File: config.mk
export PLATFORM = sky130hd
export DESIGN_NAME = regfile_scoreboard
export DESIGN_NICKNAME = d
export VERILOG_FILES = /design/src/rtl/regfile_scoreboard.sv
export SDC_FILE = /design/constraint.sdc
export NUM_CORES = 2
export LEC_CHECK = 0
export CORE_MARGIN = 2
export CORE_UTILIZATION = 60
export DETAILED_ROUTE_END_ITERATION = 16
export PLACE_DENSITY = 0.73
export SKIP_CTS_REPAIR_TIMING = 1
export SYNTH_ARGS = -nofsm -noshare
export SYNTH_HDL_FRONTEND = slang
export SYNTH_SLANG_ARGS = --single-unit
File: constraint.sdc
create_clock -name clk -period 67.7 [get_ports clk]
set_input_delay 6.77 -clock clk [delete_from_list [all_inputs] [get_ports clk]]
set_output_delay 6.77 -clock clk [all_outputs]
set_load 0.1 [all_outputs]
File: src/rtl/regfile_scoreboard.sv
// Register file with a per-register pending-write scoreboard; r0 reads as zero.
// Define REGFILE_BYPASS_EN to forward a same-cycle WB write to the read ports and busy flags.
module regfile_scoreboard #(
    parameter int DATA_W = 32,
    parameter int ADDR_W = 5,
    parameter int CNT_W  = 2
) (
    input  logic              clk,
    input  logic              rst,
    input  logic [ADDR_W-1:0] raddr1,
    input  logic [ADDR_W-1:0] raddr2,
    output logic [DATA_W-1:0] rdata1,
    output logic [DATA_W-1:0] rdata2,
    output logic              busy1,
    output logic              busy2,
    input  logic              we,
    input  logic [ADDR_W-1:0] waddr,
    input  logic [DATA_W-1:0] wdata,
    input  logic              issue_we,
    input  logic [ADDR_W-1:0] issue_waddr,
    output logic              issue_ready,
    output logic              wb_underflow
);
    localparam int                DEPTH     = 2 ** ADDR_W;
    localparam logic [CNT_W-1:0]  CNT_MAX   = {CNT_W{1'b1}};
    localparam logic [CNT_W-1:0]  CNT_ONE   = CNT_W'(1);
    localparam logic [CNT_W-1:0]  CNT_ZERO  = '0;
    localparam logic [ADDR_W-1:0] ADDR_ZERO = '0;
    localparam logic [DATA_W-1:0] DATA_ZERO = '0;

    logic [DATA_W-1:0] regs_q [DEPTH];
    logic [CNT_W-1:0]  cnt_q  [DEPTH];
    logic [CNT_W-1:0]  cnt_d  [DEPTH];
    logic              underflow_q;
    logic              underflow_d;
    logic              wr_s;
    logic              inc_s;
    logic              dec_s;
    logic              hit1_s;
    logic              hit2_s;

    assign wr_s         = we && (waddr != ADDR_ZERO);
    assign issue_ready  = (issue_waddr == ADDR_ZERO) || (cnt_q[issue_waddr] != CNT_MAX);
    assign inc_s        = issue_we && issue_ready && (issue_waddr != ADDR_ZERO);
    assign dec_s        = wr_s && (cnt_q[waddr] != CNT_ZERO);
    assign wb_underflow = underflow_q;

    // Next-state pending counters; a same-register inc and dec cancel out.
    always_comb begin
        cnt_d[0] = CNT_ZERO;
        for (int i = 1; i < DEPTH; i++) begin
            case ({inc_s && (issue_waddr == ADDR_W'(i)), dec_s && (waddr == ADDR_W'(i))})
                2'b10:   cnt_d[i] = cnt_q[i] + CNT_ONE;
                2'b01:   cnt_d[i] = cnt_q[i] - CNT_ONE;
                default: cnt_d[i] = cnt_q[i];
            endcase
        end
    end

    // Sticky underflow: a retiring write found no pending issue for its register.
    always_comb begin
        underflow_d = underflow_q || (wr_s && (cnt_q[waddr] == CNT_ZERO));
    end

    // Storage, counters and the error flag; reset discards everything, including same-cycle writes.
    always_ff @(posedge clk or posedge rst) begin
        if (rst) begin
            for (int i = 0; i < DEPTH; i++) begin
                regs_q[i] <= DATA_ZERO;
                cnt_q[i]  <= CNT_ZERO;
            end
            underflow_q <= 1'b0;
        end else begin
            if (wr_s) begin
                regs_q[waddr] <= wdata;
            end
            for (int i = 0; i < DEPTH; i++) begin
                cnt_q[i] <= cnt_d[i];
            end
            underflow_q <= underflow_d;
        end
    end

`ifdef REGFILE_BYPASS_EN
    assign hit1_s = dec_s && (waddr == raddr1);
    assign hit2_s = dec_s && (waddr == raddr2);
`else
    assign hit1_s = 1'b0;
    assign hit2_s = 1'b0;
`endif

    // Read port 1: zero register, optional WB forwarding, then storage.
    always_comb begin
        if (raddr1 == ADDR_ZERO) begin
            rdata1 = DATA_ZERO;
`ifdef REGFILE_BYPASS_EN
        end else if (we && (waddr == raddr1)) begin
            rdata1 = wdata;
`endif
        end else begin
            rdata1 = regs_q[raddr1];
        end
        busy1 = (raddr1 != ADDR_ZERO) && (cnt_q[raddr1] > CNT_W'(hit1_s));
    end

    // Read port 2: same structure as port 1.
    always_comb begin
        if (raddr2 == ADDR_ZERO) begin
            rdata2 = DATA_ZERO;
`ifdef REGFILE_BYPASS_EN
        end else if (we && (waddr == raddr2)) begin
            rdata2 = wdata;
`endif
        end else begin
            rdata2 = regs_q[raddr2];
        end
        busy2 = (raddr2 != ADDR_ZERO) && (cnt_q[raddr2] > CNT_W'(hit2_s));
    end

endmodule

Yosys cells after proc, flatten, opt, wreduce, memory -nomap -nowiden
Index checks and enable logic that the tools add are counted.

Bits in writable memories: 0. Output and inout port bits: 68. ROM bits: 0. Bits in latches: 0. Register bits after elaboration: 1087. Input port bits: 56. Memories kept: 0.

Multiplexer cells: 54. Add/subtract/negate cells: 62. Bitwise logic cells: 4. Shift operators: 0. $lt $le $gt $ge: 7. Multiply operators: 0. Eq/ne operators: 125. Reduce and logical (&&, ||, !) cells: 112. Div/mod/pow operators: 0.

Operator list (number): 1024-bit bitwise mux (1); 32-bit binary-select mux with 5-bit select (2); 32-bit two-way mux (7); 32-bit demux with 5-bit select (1); 5-bit == test (second input constant) (32); 2-bit case mux with 2 select lines (31); 5-bit by 4-bit == test with 1-bit output (second input constant) (16); 1-bit logical AND (70); 2-bit nonzero test (32); 2-bit by 1-bit adder with 2-bit output (second input constant) (31); 2-bit by 1-bit == test with 1-bit output (second input constant) (31); 2-bit == test (second input constant) (31); 2-bit by 1-bit subtractor with 2-bit output (second input constant) (31); 2-bit binary-select mux with 5-bit select (4); 5-bit by 3-bit == test with 1-bit output (second input constant) (8); 6-bit >= comparator (second input constant) (4); 5-bit NOT with 6-bit output (4); 5-bit by 2-bit == test with 1-bit output (second input constant) (4); 5-bit nonzero test (4); 2-bit two-way mux (8); 5-bit zero test (3); 5-bit by 1-bit == test with 1-bit output (second input constant) (2); 6-bit by 1-bit less-than comparator with 1-bit output (second input constant) (1); 2-bit by 1-bit greater-than comparator with 1-bit output (second input constant) (2); other kinds (3) (4).

Depth between registers and ports, before layout
Word-level depth: 11. Mapped depth: 12.

Least setup slack after synthesis
OpenSTA, ideal clock, no wires.

Path type: in2out. Start point: input port raddr1[1]. End point: output port busy1. Required time: 60.930 ns. Path buffers: 3. Data arrival time: 9.695 ns. Path slack: 51.235 ns. Cell stages on the path: 6. Cell sequence: buf_4 > buf_2 > buf_2 > mux4_2 > mux4_2 > mux2i_1.

Longest elaborated chain between the ends: 6. Elaborated cells on any way between the ends: 7. Those cells by class: order compare: 1; mux: 3; bitwise: 1; reduce/logical: 2.

Ends and longest elaborated chain: from (decl) (RTL line 10) `input logic [ADDR_W-1:0] raddr1,`; 5-bit NOT with 6-bit output (implied by the code) (RTL line 103) `busy1 = (raddr1 != ADDR_ZERO) && (cnt_q[raddr1] > CNT_W'(hit1_s));`; 2-bit binary-select mux with 5-bit select (RTL line 103); 2-bit two-way mux (implied by the code) (2 in a row) (RTL line 103); 2-bit by 1-bit greater-than comparator with 1-bit output (RTL line 103); 1-bit logical AND (*) (RTL line 103); to (decl) (RTL line 14) `output logic busy1,`.

Mark *: on every way between the ends. The rest lies on a longest branch, timed or not. The select of a mux whose other input is x is not followed.

Worst setup path after layout
Start point: input port raddr1[1]. End point: output port rdata1[24].

Longest elaborated chain between the ends: 5. Elaborated cells on any way between the ends: 6. Those cells by class: mux: 4; bitwise: 1; reduce/logical: 1.

Ends and longest elaborated chain: 5-bit NOT with 6-bit output (implied by the code) (RTL line 101) `rdata1 = regs_q[raddr1];`; 32-bit binary-select mux with 5-bit select (RTL line 101); 32-bit two-way mux (implied by the code) (2 in a row) (RTL line 101); 32-bit two-way mux (*) (RTL line 94) `if (raddr1 == ADDR_ZERO) begin`; to (decl) (RTL line 12) `output logic [DATA_W-1:0] rdata1,`.

Marks and branches as above.

==> impl_results.md <==
- Final #Nets: 3758
- Layout cells sized above 1: 0.424
- GP Congestion: 0.879
- Seq pwr share: 0.433
- Status: complete, no violations
- Clk Latency, worst-skew pair: 0.69 ns
- Post-synthesis compound-gate area fraction: 0.0102
- Arr. time, crit path: 12.23 ns
- Syn. warnings: 0
- Placed wire-length estimate: 90.9 mm
- Post-synthesis mux area share: 0.445
- Setup slack, reg-to-reg: 64.43 ns
- Row count: 114
- Setup WS pre-CTS: 48.74 ns
- Least-Margin Pin Slew: 1.15 ns
- Min Hold Slack: between 0.3 and 0.4 ns
- Pwr Density: roughly 32 mW/mm^2
- Slew Limit Fails: 0
- Placed Area: slightly above 0.06 mm^2
- Final Hold Viols: 0
- Worst setup EP type: output port
- CORE AREA: 0.0970 mm^2
- Synthesized area per cell: 15.6 um^2
- Final WS setup: 48.70 ns
- Chip width: 317 um
- Final Non-Filler Cells: 5046
- Area growth, synth to finish: 9.25%
- Total net switching power: 631 uW
- Final ANT Viol Nets: 0
- Largest net degree at the start of global routing: 181
- Cell count after placement: 4831
- Starting DRC count in detailed routing: about 4.2k
- Leakage power: 27.4 nW
- Tot GR Track Use: 0.344
- Synthesized cell area: 0.0589 mm^2
- Most common flop cell mapped by yosys: dfrtp_1
- Switch share: 0.306
- Fraction of registers with async set/reset: 1.00
- Sequential area share after synthesis: 0.462
- First-pass GRT wire length: roughly 250 mm
- Synthesized-area fraction occupied by adder cells: 0.00658
- WL per Instance: 33.4 um
- I/O Pins: 124
- Vias/cell: 7.19
- DRC Markers: 0
- CTS sink cnt: between 1k and 1.5k
- Worst path required time: 60.93 ns
- Relative slew margins: 0.229
- Peak VDD IR: around 0.024 mV
- Cells after Synth: between 3k and 4k
- Maxcap violations: 0
- Final setup fails: 0
- Chip height: 317 um
- Largest family of logic cells by synthesized area: multiplexers
- Seq cells post-synth: 1087
- Period utilization: 0.281
- Synth Area in Simple Gates: 0.0246
- Worst Setup Start Kind: primary input
- Clock Tree Root: clkbuf_16
- Synth unique cells: 53
- Crit-path max FO: 95
- GRT Residual Overflow: 0
- Post-Synth XOR/XNOR Area: 0.0138
- Hold Crit Class: register to register
- Vias: 36.3k
- Setup CP Type: primary input to output port
- Die ar.: ~0.1 mm^2
- Initial antenna violation count: 9
- Power share of the combinational group: 0.256
- Min cycle time layout: between 15 and 20 ns
- TritonRoute pass-1 iters: 7
- Clock share of power: 0.310
- Inserted Clock Buffers: 114
- Number of synthesized flops with an enable pin: 0
- Internal power: between 1 and 1.5 mW
- H-tree level count: 3
- Clock Path Buffers: 3
- Clock transition at path regs: ~0.060 ns
- Fin Setup TNS: 0 ns
- Vias in the first global route: approximately 38k
- Max Clk Rate: 0.0526 GHz
- Synth Net Count: between 3k and 4k
- WL final: 169 mm
- Final instance area: 0.0644 mm^2
- TritonCTS clock tree: yes
- Starting Density: 0.607
- Unrepaired setup endpoints after global routing: no
- Final Skew: just under 0.01 ns
- PortBufs: between 100 and 150
-- metrics by stage --
| step | util | power [mW] |
|---|---|---|
| after global routing | 0.664 | 2.14 |
| after floorplan | - | 1.29 |
| final | 0.664 | 2.06 |
| after global placement | 0.624 | 1.39 |
| after detailed placement | 0.624 | 1.43 |
| after CTS | 0.663 | 2.07 |
-- sequential cells by signal, summed over array words and instances, names as in the netlist --
register      flops
cnt_q            62
regs_q         1024
wb_underflow      1
-- layout by cell type, fill, tap and decap left out, types with 62 or more instances in the layout --
master / Yosys / routed
nor2_1: 87 / 75
nand2_1: 112 / 101
inv_1: 67 / 66
mux4_2: 665 / 665
clkbuf_16: 0 / 118
o21ai_1: 65 / 65
xnor2_1: 62 / 62
mux2_2: 628 / 628
clkdlybuf4s50_1: 0 / 113
dfrtp_1: 1087 / 1087
buf_4: 20 / 72
mux2_1: 366 / 366
-- worst max-delay path, stage by stage --
cell and delay [ns]:
buf_8 0.60, buf_4 0.78, buf_4 0.77, buf_4 0.63, mux4_2 0.33, mux4_2 0.23, inv_1 0.06, o21ai_1 0.59
clkdlybuf4s50_1 1.28
-- cell usage after synthesis (2+ instances only) --
cell	number	share of area
mux4_2	665	0.25
nor3_2	2	0.00034
xnor2_1	62	0.0092
xor2_1	31	0.0046
buf_4	20	0.0025
nand2_1	112	0.0071
nor3b_1	5	0.00064
and4_1	2	0.00030
mux2_2	628	0.12
nor2_1	87	0.0055
buf_1	21	0.0013
inv_2	2	0.00013
o21ai_1	65	0.0055
dfrtp_1	1087	0.46
nand4b_1	3	0.00045
or3_1	4	0.00042
nand3_1	23	0.0020
a311oi_1	2	0.00030
o211a_1	3	0.00051
clkbuf_1	206	0.013
o41ai_1	2	0.00030
nand2b_1	4	0.00042
and3_1	5	0.00053
inv_1	67	0.0043
o21ai_0	9	0.00076
nor4_1	16	0.0017
and2_1	2	0.00021
nor2b_1	9	0.00096
buf_6	30	0.0057
buf_2	135	0.011
mux2i_1	2	0.00034
ha_1	31	0.0066
nand4_1	7	0.00074
nor3_1	26	0.0022
mux2_1	366	0.070
a22oi_1	3	0.00038
and3b_1	2	0.00030
o211ai_1	4	0.00051
a21oi_1	6	0.00051
-- final timing paths --
kind	from	cells after the start	end
max in group asynchronous	rst	5	regs_q[850]$_DFFE_PP0P_
min in group asynchronous	rst	2	cnt_q[6]$_DFFE_PP0P_
hold / removal	regs_q[1018]$_DFFE_PP0P_	0	regs_q[1018]$_DFFE_PP0P_
setup reg to reg	cnt_q[58]$_DFFE_PP0P_	9	cnt_q[51]$_DFFE_PP0P_
hold reg to reg	regs_q[1018]$_DFFE_PP0P_	0	regs_q[1018]$_DFFE_PP0P_
setup / recovery	raddr1[1]	9	rdata1[24]
-- kinds of logic after synthesis --
kind of cell / after synthesis
AO/OA/AOI/OAI: 103
AND/OR/NAND/NOR: 314
buffers and inverters: 481
multiplexers: 1661
XOR/XNOR: 93
flip-flops: 1087
adder cells (fa/ha/maj): 31
-- final cells by class --
cell class,count,area (um^2)
multi-input combinational,2202,29600
clock buffer,169,3390
tap,1276,1600
timing repair buffer,197,1840
inverter,69,267
clock inverter,40,437
sequential,1087,27200
fill,6521,32600
antenna,6,15.0
-- power groups by stage --
stage / clock [mW] / sequential (mW) / combinational (mW)
3_3_place_gp: 0 / 0.883 / 0.510
2_1_floorplan: 0 / 0.867 / 0.423
4_1_cts: 0.648 / 0.890 / 0.529
6_report: 0.640 / 0.895 / 0.529
3_5_place_dp: 0 / 0.900 / 0.527
5_1_grt: 0.677 / 0.910 / 0.558
-- routing by layer --
layer	share of wire	vias up	GRT usage
li1	-	14200	-
met2	0.48	1868	0.544
met1	0.39	19700	0.481
met4	0.039	4	0.132
met3	0.088	421	0.0651
met5	0.00016	-	0
Note: power is estimated with default switching activity, not from simulation.
